**src/rtl/rifl_tx_sched.sv**
```systemverilog
// -----------------------------------------------------------------------------
// rifl_tx_sched
//   Per-frame-slot TX scheduler. Each cycle the encoder offers a slot
//   (frame_slot), exactly one frame type is chosen: IDLE, user DATA, REPLAY
//   from the replay buffer, PAUSE request or RETRANS_REQ. The choice is
//   reported one cycle later on frame_type/frame_type_vld, while the user and
//   replay-buffer handshakes fire combinationally in the slot cycle itself.
//
// Ports
//   clk            tx_frame_clk
//   rst            synchronous active-high reset
//   frame_slot     encoder takes one frame this cycle
//   link_up        link established (level); low forces INIT immediately
//   rx_up          local RX can accept; falling edge requests a peer PAUSE
//   rx_error       pulse, local RX saw a bad frame -> request retransmission
//   pause_req      level, peer asks us to stop data/replay
//   retrans_req    pulse, peer asks for retransmission -> rewind + REPLAY
//   user_vld       user TX frame available
//   user_rdy       user frame consumed this cycle
//   replay_vld     replay buffer has a frame at its read pointer
//   replay_rd      replay frame consumed this cycle
//   replay_rewind  pulse, reset replay read pointer to oldest unacked frame
//   frame_type     0 IDLE, 1 DATA, 2 REPLAY, 3 PAUSE, 4 RETRANS_REQ
//   frame_type_vld frame_type valid (one cycle after frame_slot)
// -----------------------------------------------------------------------------
module rifl_tx_sched #(
   parameter int FRAME_ID_WIDTH  = 8,
   parameter int RETRANS_HOLDOFF = 16,
   parameter int PAUSE_REFRESH   = 64
) (
   input  logic       clk,
   input  logic       rst,
   input  logic       frame_slot,
   input  logic       link_up,
   input  logic       rx_up,
   input  logic       rx_error,
   input  logic       pause_req,
   input  logic       retrans_req,
   input  logic       user_vld,
   output logic       user_rdy,
   input  logic       replay_vld,
   output logic       replay_rd,
   output logic       replay_rewind,
   output logic [2:0] frame_type,
   output logic       frame_type_vld
);

   // Replay buffer depth is 2**(FRAME_ID_WIDTH+1); the scheduler only needs
   // the vld/rd/rewind handshake, so the width is checked but not used.
   if (FRAME_ID_WIDTH < 1 || RETRANS_HOLDOFF < 1 || PAUSE_REFRESH < 1) begin : g_param_chk
      $error("rifl_tx_sched: parameters must be >= 1");
   end

   localparam int HW = $clog2(RETRANS_HOLDOFF) + 1;
   localparam int PW = $clog2(PAUSE_REFRESH) + 1;

   localparam logic [HW-1:0] HOLD_LOAD = HW'(RETRANS_HOLDOFF);
   localparam logic [PW-1:0] REF_LAST  = PW'(PAUSE_REFRESH - 1);

   localparam logic [1:0] ST_INIT   = 2'd0;
   localparam logic [1:0] ST_NORMAL = 2'd1;
   localparam logic [1:0] ST_REPLAY = 2'd2;

   localparam logic [2:0] FT_IDLE   = 3'd0;
   localparam logic [2:0] FT_DATA   = 3'd1;
   localparam logic [2:0] FT_REPLAY = 3'd2;
   localparam logic [2:0] FT_PAUSE  = 3'd3;
   localparam logic [2:0] FT_RTX    = 3'd4;

   logic [1:0]    state;
   logic          rtx_pend;
   logic          pse_pend;
   logic [HW-1:0] hold_cnt;
   logic [PW-1:0] ref_cnt;
   logic          rx_up_q;
   logic          rewind_q;

   logic          active;
   logic [2:0]    sel;
   logic          sent_rtx;
   logic          sent_pse;
   logic          rx_fall;
   logic          ref_hit;

   // Link down takes effect in the same cycle, before the state register
   // catches up.
   assign active = link_up && (state != ST_INIT);

   // Slot arbitration uses only pre-event flags; events seen this cycle
   // influence the next slot.
   always_comb begin
      sel = FT_IDLE;
      if (!active)                sel = FT_IDLE;
      else if (rtx_pend)          sel = FT_RTX;
      else if (pse_pend)          sel = FT_PAUSE;
      else if (pause_req)         sel = FT_IDLE;
      else if (state == ST_REPLAY)
         // No read in the rewind cycle: the read pointer is being reset.
         sel = (replay_vld && !rewind_q) ? FT_REPLAY : FT_IDLE;
      else
         sel = user_vld ? FT_DATA : FT_IDLE;
   end

   assign user_rdy      = frame_slot && (sel == FT_DATA);
   assign replay_rd     = frame_slot && (sel == FT_REPLAY);
   assign replay_rewind = rewind_q && link_up;

   assign sent_rtx = frame_slot && (sel == FT_RTX);
   assign sent_pse = frame_slot && (sel == FT_PAUSE);
   assign rx_fall  = rx_up_q && !rx_up;
   // Refresh fires on the PAUSE_REFRESH-th slot counted since the last
   // fall/refresh while rx_up stays low.
   assign ref_hit  = frame_slot && !rx_up && !rx_fall && (ref_cnt == REF_LAST);

   always_ff @(posedge clk) begin
      if (rst) begin
         state          <= ST_INIT;
         rtx_pend       <= 1'b0;
         pse_pend       <= 1'b0;
         hold_cnt       <= '0;
         ref_cnt        <= '0;
         rx_up_q        <= 1'b1;
         rewind_q       <= 1'b0;
         frame_type     <= FT_IDLE;
         frame_type_vld <= 1'b0;
      end else begin
         frame_type_vld <= frame_slot;
         if (frame_slot) frame_type <= sel;

         if (!active) begin
            // INIT: everything cleared. rx_up_q is parked high so that a
            // peer still needing a pause gets one as soon as we go NORMAL.
            state    <= link_up ? ST_NORMAL : ST_INIT;
            rtx_pend <= 1'b0;
            pse_pend <= 1'b0;
            hold_cnt <= '0;
            ref_cnt  <= '0;
            rx_up_q  <= 1'b1;
            rewind_q <= 1'b0;
         end else begin
            rx_up_q  <= rx_up;
            rewind_q <= retrans_req;

            case (state)
               ST_NORMAL: if (retrans_req) state <= ST_REPLAY;
               ST_REPLAY: if (frame_slot && !replay_vld && !retrans_req && !rewind_q)
                             state <= ST_NORMAL;
               default:   state <= ST_NORMAL;
            endcase

            // Retransmission request with holdoff; errors arriving while a
            // request is pending or holdoff is running are merged.
            if (rx_error && !rtx_pend && (hold_cnt == '0))
               rtx_pend <= 1'b1;
            else if (sent_rtx)
               rtx_pend <= 1'b0;

            if (sent_rtx)
               hold_cnt <= HOLD_LOAD;
            else if (frame_slot && (hold_cnt != '0))
               hold_cnt <= hold_cnt - HW'(1);

            // Pause request: on the falling edge and periodically while low.
            if (rx_fall || ref_hit)
               pse_pend <= 1'b1;
            else if (sent_pse)
               pse_pend <= 1'b0;

            if (rx_up || rx_fall || ref_hit)
               ref_cnt <= '0;
            else if (frame_slot)
               ref_cnt <= ref_cnt + PW'(1);
         end
      end
   end

endmodule

```
**config.mk**
```make
export PLATFORM = sky130hd
export DESIGN_NAME = rifl_tx_sched
export DESIGN_NICKNAME = d
export VERILOG_FILES = /design/src/rtl/rifl_tx_sched.sv
export SDC_FILE = /design/constraint.sdc
export NUM_CORES = 1
export LEC_CHECK = 0
export CORE_MARGIN = 2
export CORE_UTILIZATION = 54
export DETAILED_ROUTE_END_ITERATION = 16
export GPL_TIMING_DRIVEN = 0
export PLACE_DENSITY = 0.79
export SLEW_MARGIN = 20
export SYNTH_ARGS = -nofsm -noshare
export SYNTH_HDL_FRONTEND = slang
export SYNTH_SLANG_ARGS = --single-unit
```
**constraint.sdc**
```tcl
create_clock -name clk -period 2.2 [get_ports clk]
set_input_delay 0.44 -clock clk [delete_from_list [all_inputs] [get_ports clk]]
set_output_delay 0.44 -clock clk [all_outputs]
set_load 0.02 [all_outputs]
```
# Word level (Yosys, flattened, before mapping)
# Index checks and enable logic that the tools add are counted.
# word_totals
reg_bits,22
input_bits,10
out_inout_bits,7
wordCells,76
# op_classes
add_sub_neg,2
eq_ne,9
mux,18
bitwise,1
n_reduce_logical,36
# ops
operator,n
logical AND 1 bit,17
2-to-1 mux 2 bit,7
2-to-1 mux 5 bit,2
nonzero test 2 bit,4
"adder 7 x 1 -> 7 bit, second input constant",1
"equality test 7 x 6 -> 1 bit, second input constant",1
"equality test 3 x 2 -> 1 bit, second input constant",2
zero test 1 bit,6
2-to-1 mux 1 bit,6
2-to-1 mux 3 bit,2
OR reduction 3 bit,2
zero test 5 bit,1
nonzero test 5 bit,1
"subtractor 5 x 1 -> 5 bit, second input constant",1
one-hot mux 2 bit (2 select lines),1
"equality test 3 x 1 -> 1 bit, second input constant",1
"equality test 3 bit, second input constant",1
logical OR 1 bit,3
"!= test 3 x 2 -> 1 bit, second input constant",1
"!= test 3 bit, second input constant",1
"equality test 2 x 1 -> 1 bit, second input constant",1
"equality test 2 bit, second input constant",1
AND reduction 2 bit,1
OR reduction 2 bit,1
inverter 1 bit,1

# Logic depth before layout (Yosys ltp)
# logic_depth
depth_word,12
depth_mapped,6
mapped_depth_nobuf,6

# Worst setup path before layout
# Ideal clock, no wire load.
# synth_path
path_type,input to output
start,input port frame_slot
end,output port replay_rd
t_arrival_ps,1593
required_ps,1760
slack_ps,167
path_stages,4
path_buffers,1
cell_sequence,clkbuf_1 -> nand3b_1 -> o21bai_1 -> a211oi_1
# synth_between
elab_chain_cells,1
# synth_lines
element,line,source
"start, declared",33,"input logic frame_slot,"
logical AND 1 bit,105,assign replay_rd = frame_slot && (sel == FT_REPLAY);
"end, declared",42,"output logic replay_rd,"
# Every way passes these cells.

# Worst setup path in the final report
# layout_path
start,input port pause_req
end,output port replay_rd
# layout_between
elab_chain_cells,6
# layout_lines
element,line,source
"start, declared",37,"input logic pause_req,"
2-to-1 mux 2 bit,96,else if (pause_req) sel = FT_IDLE;
2-to-1 mux 2 bit,95,else if (pse_pend) sel = FT_PAUSE;
2-to-1 mux 3 bit,94,else if (rtx_pend) sel = FT_RTX;
2-to-1 mux 3 bit,93,if (!active) sel = FT_IDLE;
equality test 3 x 2 -> 1 bit,105,
logical AND 1 bit,105,
# Every way passes these cells.

==> results.ini <==
[pwr]
p_int_uw = 618
clockPowerShare_pct = 39.7
peakVddDrop_uv = 755
pwr-share-seq_pct = 53.1
netSwitchingPower_uw = 147
switching_share_pct = 19.3
combPwrFrac_pct = 7.1
p_leak_uw = 0.000419
powerDensity_nw_per_um2 = 630

[logic_synthesis]
yosysWarnings = 0
yosysSeqAreaShare_pct = 45.8
avgSynthCellArea_um2 = 8.99
synthTopCellsByArea = dfxtp_1 (46%), nor2_1 (5.9%), xnor2_1 (3.6%), nand2_1 (2.7%), and2b_2 (2.7%)
ys_types = 34
synth_cells = 107
synthesis.area_um2 = 962
synth_top_cell_by_area = dfxtp_1
yosysTopAreaCellShare_pct = 45.8
synth_nets = 119
ys_seq_elements = 22

[sta]
hold_viol = 0
fin_skew_ns = 0.00324
fmax_mhz = 462
finalCriticalPeriod_ns = 2.16
tightestPinTransition_ns = 0.497
holdWs_ns = 0.473
slew_headroom_pct = 66.4
rsz0062_at_grt = yes
setup_violations = 0
finalSetupTns_ns = 0
final_max_slew_viol_count = 0
finalCritPeriodShare_pct = 98.3

[global_routing]
grt_pass1_vias = 704
grt_max_degree = 14
overflow = 0
grt_use_total_pct = 19.9
grt_antenna_before_repair = 0
grt_pass1_wl_um = 2950

[layout]
layout_commonest_cell = dfxtp_1
nets = 140
diodes = 0
final_cell_mix = dfxtp_1 (21), nor2_1 (15), clkdlybuf4s50_1 (12)
areaGrowthSynthToFinish_pct = 26.3
drive_gt1_share_pct = 15.0
final_util_pct = 71.1

[setup_path]
worstPathMaxFanout = 2
crit_type = in2out
critPathMaxStageDelay_ns = 0.46
crit-reg2reg-launch = state[0]$_SDFFE_PP0P_
cp_cell_sequence = clkdlybuf4s50_1 > nor4b_4 > o21bai_2 > a211oi_1 > buf_2
worstSetupEndpointType = output port
worst_ep_required_time_ns = 1.76
slowest_stage = clkdlybuf4s50_1
startpoint_type = primary input
r2r_end = ref_cnt[0]$_SDFFE_PP0P_
rr_worst_depth = 5
ff2ff_setup_slack_ns = 0.68
crit_arrival_ns = 1.72

[clocking]
cts_num_sinks = 22
clk_latency_ns = 0.31
postCtsHoldBufs = 0
cts-root-buf = clkbuf_4
path_clk_slew_ns = 0.12
numCtsBuffers = 3
clock_path_buffers = 2
cts_tree = done
cts_max_level = 1

[die]
core-area_um2 = 1710
ios = 17
die_x_um = 46.2
fp.dieH_um = 46.2
dieArea_um2 = 2140
start_util_pct = 56.3
rows = 15

[min_path]
whs_path_depth = 2
hp-class = reg2reg
min_from = ref_cnt[6]$_SDFFE_PP0P_
holdPathEnd = ref_cnt[6]$_SDFFE_PP0P_

[route]
wl_per_cell_um = 11.6
vias_per_cell = 5.03
wirelength_um = 1760
ant_nets = 0
dr.first_iter.drc_count = 10
firstDrtPassIters = 4
drc = 0
routed-via-count = 764

[placement]
dp_hpwl_um = 1270
globalplace.congestion = 0.756
port_buffers = 15

[status]
outcome = finished clean

[job]
cap_viol_max_count = 0

layer usage:
layer | vias up | wire length (um) | track usage, %
met1 | 333 | 841 | 24.4
met3 | 4 | 73 | 4.71
met4 | 0 | 37 | 12.0
li1 | 409 | - | -
met5 | - | 0 | 0
met2 | 18 | 808 | 31.4
layout make-up:
type	instances	area (um^2)
tap	25	31.3
fill	163	493
sequential	22	442
clock buffer	3	22.5
clock inverter	1	30.0
buffer	3	20.0
multi-input combinational	79	512
timing repair buffer	16	146
inverter	3	11.3
per-stage QoR:
stage	area [um^2]	setup WS, ns	std cells	total power [uW]
5_1_grt	1210	-0.0461	152	795
6_report	1210	0.0366	152	765
3_5_place_dp	1140	-0.657	147	467
3_3_place_gp	1140	-0.626	147	466
4_1_cts	1210	0.0142	152	772
2_1_floorplan	962	0.167	107	442
sequential cells by signal, indices dropped and copies added (netlist names):
name / count
rewind_q: 1
frame_type_vld: 1
rx_up_q: 1
hold_cnt: 5
ref_cnt: 7
pse_pend: 1
frame_type: 3
state: 2
rtx_pend: 1
Yosys cell counts:
library cell / n
nand2_1: 7
nand4_1: 2
a21boi_0: 1
buf_2: 1
o21ai_0: 1
nor4_1: 2
mux2i_1: 1
or3_4: 1
xor2_1: 3
nand3b_1: 1
inv_1: 3
nor3_1: 5
o21ai_1: 1
a21oi_1: 5
a211oi_1: 2
xnor2_1: 4
and2_1: 2
nand2b_4: 1
clkbuf_1: 1
o22ai_1: 2
ha_1: 2
nor2b_1: 2
buf_6: 1
o21bai_1: 1
nor2_1: 15
or3_1: 1
and2b_2: 3
nor4b_1: 3
nor2_2: 1
nand3_1: 4
nand2b_1: 4
dfxtp_1: 22
o21a_1: 1
nand4b_1: 1
power groups by stage:
| stage | Clock [uW] | Combinational (uW) | Sequential, uW |
|---|---|---|---|
| final | 304 | 54.5 | 406 |
| after CTS | 312 | 53.6 | 406 |
| after detailed placement | 0 | 52.2 | 415 |
| after global placement | 0 | 51.5 | 415 |
| after global routing | 328 | 60.5 | 407 |
| after floorplan | 0 | 25.9 | 416 |
critical path: cells and delay by family:
| kind | cells | cell delay, ns |
|---|---|---|
| AND/OR/NAND/NOR | 1 | 0.33 |
| AO/OA/AOI/OAI | 2 | 0.29 |
| buffers and inverters | 2 | 0.66 |
worst max-delay path by stage:
stage	slack (ns)	endpoint	from	cells past startpoint
finish	0.04	replay_rd	pause_req	5
global route	-0.05	replay_rd	state[0]$_SDFFE_PP0P_	5
CTS	0.01	replay_rd	pause_req	5
detailed placement	-0.66	replay_rd	link_up	6
global placement	-0.63	replay_rd	link_up	6
floorplan	0.17	replay_rd	frame_slot	4
repair_timing:
action | CTS | global route
endpoints found under the setup margin | 2 | 2
buffers inserted | 1 | 0
gates resized for setup | 9 | 6
endpoints found under the hold margin | 0 | 0
cloned | 0 | 0
kinds of logic after synthesis:
| logic type | share of synthesized area, % |
|---|---|
| xor+xnor | 6.37 |
| mux | 1.04 |
| flops | 45.8 |
| buf+inv | 3.25 |
| fa+ha+maj | 2.60 |
| compound gates | 8.84 |
| simple gates | 32.1 |
Power figures use the tool's default switching activity.
